===== config.mk =====
export PLATFORM = sky130hd
export DESIGN_NAME = feature_fifo_dispatcher
export DESIGN_NICKNAME = d
export VERILOG_FILES = /design/src/rtl/feature_fifo_dispatcher.sv
export SDC_FILE = /design/constraint.sdc
export NUM_CORES = 1
export LEC_CHECK = 0
export CAP_MARGIN = 40
export CELL_PAD_IN_SITES_DETAIL_PLACEMENT = 0
export CELL_PAD_IN_SITES_GLOBAL_PLACEMENT = 1
export CORE_AREA = 2 2 210 212
export DETAILED_ROUTE_END_ITERATION = 8
export DIE_AREA = 0 0 212 214
export PLACE_DENSITY_LB_ADDON = 0.1
export REMOVE_ABC_BUFFERS = 1
export SYNTH_ARGS = -nofsm -noshare
export SYNTH_HDL_FRONTEND = slang
export SYNTH_SLANG_ARGS = --single-unit

===== constraint.sdc =====
create_clock -name clk -period 2.52 [get_ports clk]
set_input_delay 0.756 -clock clk [delete_from_list [all_inputs] [get_ports clk]]
set_output_delay 0.756 -clock clk [all_outputs]
set_load 0.02 [all_outputs]

===== src/rtl/feature_fifo_dispatcher.sv =====
// rtl/feature_fifo_dispatcher.sv - round-robin / broadcast feature-vector dispatcher
// Feeds NUM_CH downstream lane FIFOs through a one-cycle output register.
module feature_fifo_dispatcher #(
  parameter int DATA_W = 256,
  parameter int NUM_CH = 4,
  parameter int PTR_W  = $clog2(NUM_CH),
  parameter int CNT_W  = 16
) (
  input  logic              clk,
  input  logic              rst,
  input  logic [DATA_W-1:0] i_feature,
  input  logic              i_feature_valid,
  output logic              o_feature_ready,
  input  logic              i_mode,
  input  logic              i_ptr_clear,
  input  logic [NUM_CH-1:0] i_fifo_full,
  output logic [DATA_W-1:0] o_feature_fifo,
  output logic [NUM_CH-1:0] o_feature_fifo_valid,
  output logic [PTR_W-1:0]  o_lane_ptr,
  output logic [CNT_W-1:0]  o_beat_cnt
);

  logic [PTR_W-1:0]  ptr;
  logic [PTR_W-1:0]  ptr_next;
  logic [NUM_CH-1:0] lane_sel;
  logic              target_full;
  logic              accept;

  // Decode by comparison so a non-power-of-two NUM_CH never indexes past the last lane.
  always_comb begin
    lane_sel    = '0;
    target_full = 1'b0;
    for (int i = 0; i < NUM_CH; i++) begin
      if (ptr == PTR_W'(i)) begin
        lane_sel[i] = 1'b1;
        target_full = i_fifo_full[i];
      end
    end
  end

  assign ptr_next        = (ptr == PTR_W'(NUM_CH - 1)) ? '0 : ptr + PTR_W'(1);
  assign o_feature_ready = i_mode ? ~|i_fifo_full : ~target_full;
  assign accept          = i_feature_valid & o_feature_ready;
  assign o_lane_ptr      = ptr;

  always_ff @(posedge clk) begin
    if (rst) begin
      ptr                  <= '0;
      o_beat_cnt           <= '0;
      o_feature_fifo       <= '0;
      o_feature_fifo_valid <= '0;
    end else begin
      o_feature_fifo_valid <= '0;
      if (accept) begin
        o_feature_fifo       <= i_feature;
        o_feature_fifo_valid <= i_mode ? {NUM_CH{1'b1}} : lane_sel;
      end
      // A clear wins over the count/advance of a beat dispatched in the same cycle.
      if (i_ptr_clear) begin
        ptr        <= '0;
        o_beat_cnt <= '0;
      end else if (accept) begin
        o_beat_cnt <= o_beat_cnt + CNT_W'(1);
        if (!i_mode) begin
          ptr <= ptr_next;
        end
      end
    end
  end

endmodule


Word-level counts from Yosys, hierarchy flattened
Cells that the tools add are included.
{"block": "word_totals", "elab_cells": 30, "register_bits": 278}
{"block": "op_classes", "muxes": 11, "eq_ne": 3, "n_reduce_logical": 6, "bitwise_logic": 4, "add_sub_neg": 2}
{"cell": "$add A16 B1 Y16 const B", "count": 1}
{"cell": "$mux W1", "count": 9}
{"cell": "$eq A2 B2 Y1 const B", "count": 2}
{"cell": "$mux W4", "count": 1}
{"cell": "$reduce_or A2 Y1", "count": 2}
{"cell": "$reduce_or A4 Y1", "count": 1}
{"cell": "$not A1 Y1", "count": 3}
{"cell": "$add A2 B1 Y2 const B", "count": 1}
{"cell": "$eq A2 B1 Y1 const B", "count": 1}
{"cell": "$logic_not A2 Y1", "count": 1}
{"cell": "$mux W2", "count": 1}
{"cell": "$reduce_and A2 Y1", "count": 1}
{"cell": "$and A1 B1 Y1", "count": 1}
{"cell": "$logic_not A1 Y1", "count": 1}

Logic depth before layout (Yosys ltp)
{"block": "depth", "ltp_word": 10, "mapped_depth": 10}

Least setup slack after synthesis
No wires, ideal clock.
{"block": "synth_path", "kind": "reg2out", "start": "register ptr[0], in the netlist o_lane_ptr[0]", "end": "output o_feature_ready", "n_path_buf": 1, "slack_ns": -0.062, "t_required_ns": 1.764, "arrival_ns": 1.826, "stages_incl_launch_ff": 7, "cell_sequence": "dfxtp_1 > inv_1 > ha_1 > and3b_1 > a2111oi_2 > buf_4 > o21a_1"}
{"block": "synth_via", "elab_chain_len": 7, "elab_cells_between_ends": 10, "classes_between": "3 x eq/ne; 5 x mux; 1 x bitwise; 1 x reduce/logical"}
{"element": "start, declared", "line": "23", "rtl": "logic [PTR_W-1:0] ptr;"}
{"element": "start signal, assigned", "line": "65", "rtl": "ptr <= ptr_next;"}
{"element": "$logic_not A2 Y1", "line": "34", "rtl": "if (ptr == PTR_W'(i)) begin"}
{"element": "$mux W1 (3 in a row)", "line": "34"}
{"element": "$mux W1 (*)", "line": "34"}
{"element": "$not A1 Y1 (*)", "line": "42", "rtl": "assign o_feature_ready = i_mode ? ~|i_fifo_full : ~target_full;"}
{"element": "$mux W1 (*)", "line": "42"}
{"element": "end, declared", "line": "13", "rtl": "output logic o_feature_ready,"}
Mark *: on every way between the ends. The rest lies on a longest branch, timed or not.

Final worst setup path
{"block": "layout_path", "start": "input i_fifo_full[3]", "end": "output o_feature_ready"}
{"block": "layout_via", "elab_chain_len": 3, "elab_cells_between_ends": 5, "classes_between": "2 x mux; 1 x bitwise; 2 x reduce/logical"}
{"element": "start, declared", "line": "16", "rtl": "input logic [NUM_CH-1:0] i_fifo_full,"}
{"element": "$reduce_or A4 Y1 / $mux W1 (equally long branches)", "line": "42, 34"}
{"element": "$logic_not A1 Y1 / $not A1 Y1 (equally long branches)", "line": "42"}
{"element": "$mux W1 (*)", "line": "42"}
Marks and branches as above.

==> reports/qor.csv <==
stage,metric,value,unit
status,status,finished with violations,
status,failing checks,setup timing,
final_layout,fin cells,2399,
hold_path,hold path start,o_feature_fifo[19],
placed_design,Post-DP HPWL,30.8,mm
floorplanning,die width,212,µm
placed_design,placed instance count,2331,
timing,Setup Skew,0.0166,ns
timing,Final Hold Vio Count,0,
pwr,Peak supply drop,0.322,mV
synthesis,Synth warnings,0,
synthesis,Cells after Synth,1237,
clocking,CTS buffer count,35,
route,Vias/cell,4.23,
placed_design,post-place setup slack,-0.809,ns
synthesis,synthesized flop and latch total,278,
clocking,CTS Buffer Depth,3,
critical_path,Worst path slowest cell,clkdlybuf4s50_1,
placed_design,dpl cell area,16300,µm²
synthesis,Synth area leaders,"dfxtp_1 57%, nand2_1 20%, a21oi_1 13%",
floorplanning,die area,45400,µm²
floorplanning,# rows,76,
synthesis,syn_area_per_cell,7.94,µm²
grt,grt ovf,0,
floorplanning,core area,42900,µm²
hold_path,Min-Delay Endpoint,o_feature_fifo[19],
clocking,clk sink count,278,
floorplanning,Vert. Die Dim,214,µm
flow_run,Max Cap Viol,0,
placed_design,IO buf count,543,
synthesis,Mapped Area,9830,µm²
grt,largest net degree at the start of global routing,80,
critical_path,worst-path fanout max,2,
grt,global-route usage over all layers,18.0,%
critical_path,Startpoint Class,input pin,
route,DRT Pass-1 Iters,4,
final_layout,"Design Area, Final",17500,µm²
synthesis,post-synthesis sequential area ratio,56.6,%
clocking,CTS root buffer,clkbuf_16,
critical_path,crit-path max cell delay,0.44,ns
synthesis,Post-synth EDFFs,0,
placed_design,Final Wtd Congestion,0.778,
route,DR vias,10157,
critical_path,Worst Setup End Kind,output port,
synthesis,top-area cell type share of the netlist area,56.6,%
route,DR iter-0 viols,480,
critical_path,worst r2r path cells,12,
timing,Period minus WS final,2.63,ns
final_layout,most frequent cells in the layout,"538 x clkdlybuf4s50_1, 520 x nand2_1, 276 x dfxtp_1",
timing,setup total negative slack,-0.107,ns
critical_path,WP data required,1.76,ns
timing,unrepaired setup endpoints after global routing,yes,
clocking,later-pin clock latency in the skew report,0.54,ns
final_layout,Layout area overhead,77.6,%
grt,first-pass GRT wire length,62.2,mm
clocking,H-tree Lvls,2,
route,DR DRC count,0,
grt,initial antenna violation count,6,
timing,Max Freq,0.381,GHz
timing,Worst slew margin,68.6,%
hold_path,HP Class,reg2reg,
final_layout,Nets,2056,
critical_path,R2R setup slack,0.18,ns
clocking,CTS tree,yes,
floorplanning,I/O pin count,544,
pwr,PwrDens,632,nW/µm²
synthesis,post-synthesis cell type count,32,
synthesis,dominant synthesized flop cell,dfxtp_1,
critical_path,worst path cell trace,"clkdlybuf4s50_1, o41ai_2, o21a_1, buf_6",
timing,worst slew pin tran,0.471,ns
timing,Final setup viols,1,
clocking,Clock transition at path regs,0.05,ns
final_layout,fillers,4350,
final_layout,"most common cell after layout, fill and taps aside",clkdlybuf4s50_1,
critical_path,Worst EP arrival,1.87,ns
final_layout,share of cells above drive strength 1,7.07,%
route,Post-Route WL,41.5,mm
synthesis,ys async rst share,0,%
final_layout,post-layout util,40.7,%
critical_path,worst r2r dst,o_feature_fifo[62],
floorplanning,Starting Density,22.9,%
pwr,leakage,0.00611,µW
grt,number of global-route vias before repair,10195,
critical_path,type of the worst setup path,in2out,
synthesis,"area leader, netlist",dfxtp_1,
route,DRT antenna net count,0,
hold_path,worst hold path stage count,2,
route,DR WL/cell,17.3,µm
timing,period utilization,104,%
critical_path,Critical R2R Launch,o_lane_ptr[0],
timing,Final Worst Setup Slack,-0.107,ns
timing,Final Max Tran Viols,0,
-- cell usage after synthesis, types with 2 or more instances --
library cell,n
nand3_1,4
o21ai_0,6
clkbuf_1,58
buf_4,23
dfxtp_1,278
a21oi_1,265
nor2_1,19
nor3_1,4
inv_1,2
buf_2,9
nand2_1,520
or3_1,7
nand4_1,2
mux2i_1,2
and3_1,3
ha_1,5
o2111ai_1,4
xor2_1,7
buf_1,2
o211ai_1,5
-- power breakdown --
group	switching (µW)	internal [µW]	leakage [µW]	total, µW
Clock	1940	2890	0.000539	4830
Sequential	79.8	4560	0.00226	4640
Combinational	728	836	0.00331	1560
Total	2750	8290	0.00611	11000
-- state kept, by name, summed over array words and instances (netlist names) --
| name | flops |
|---|---|
| o_feature_fifo | 256 |
| o_feature_fifo_valid | 4 |
| o_lane_ptr | 2 |
| o_beat_cnt | 16 |
-- per-layer routing --
metal / up-vias / share of wire (%) / GRT usage (%) / wire length [µm]
met5: - / 0.075 / 0 / 31
met4: 4 / 2.7 / 6.36 / 1110
met1: 4644 / 39 / 19.8 / 16100
met2: 330 / 49 / 31.0 / 20300
met3: 60 / 9.6 / 7.20 / 3990
li1: 5119 / - / - / -
-- cell type report --
class                      count  area [µm²]  share of cell area, %
sequential                   278        5570                   31.9
timing repair buffer         604        6180                   35.4
tap                          585         732                   4.19
multi-input combinational    865        3860                   22.1
antenna                        4        10.0                 0.0574
clock buffer                  55        1060                   6.09
clock inverter                 6        32.5                  0.186
inverter                       2        7.51                 0.0430
-- through the flow --
stage | hold WS, ns | power [µW]
after global routing | 0.464 | 11500
after CTS | 0.453 | 11300
after floorplan | 0.528 | 5280
final | 0.450 | 11000
after global placement | 0.440 | 6310
after detailed placement | 0.445 | 6320
-- worst max-delay path, delay by kind of cell --
family          cells  cell delay [ns]
compound gates      2             0.56
buf+inv             2             0.55
-- repair_timing --
action | 4_1_cts | 5_1_grt
buffers inserted | 2 | 1
gates resized for setup | 18 | 5
hold buffers | 0 | 0
endpoints found under the setup margin | 127 | 55
pin swaps | 4 | 3
-- worst max path at each step --
stage | from | to | slack [ns] | depth (start not counted)
6_report | i_fifo_full[3] | o_feature_ready | -0.11 | 4
5_1_grt | o_lane_ptr[1] | o_feature_ready | -0.20 | 6
4_1_cts | o_lane_ptr[1] | o_feature_ready | -0.13 | 6
3_5_place_dp | i_fifo_full[0] | o_feature_ready | -0.81 | 5
3_3_place_gp | i_fifo_full[0] | o_feature_ready | -0.79 | 5
2_1_floorplan | o_lane_ptr[0] | o_beat_cnt[3] | -8.74 | 7
-- kinds of logic after synthesis --
kind of cell / after synthesis / synth area share (%)
AND/OR/NAND/NOR: 564 / 22.1
AO/OA/AOI/OAI: 286 / 15.1
flip-flops: 278 / 56.6
buffers and inverters: 94 / 4.58
XOR/XNOR: 8 / 0.713
adder cells (fa/ha/maj): 5 / 0.637
multiplexers: 2 / 0.204
Note: power is estimated with default switching activity, not from simulation.
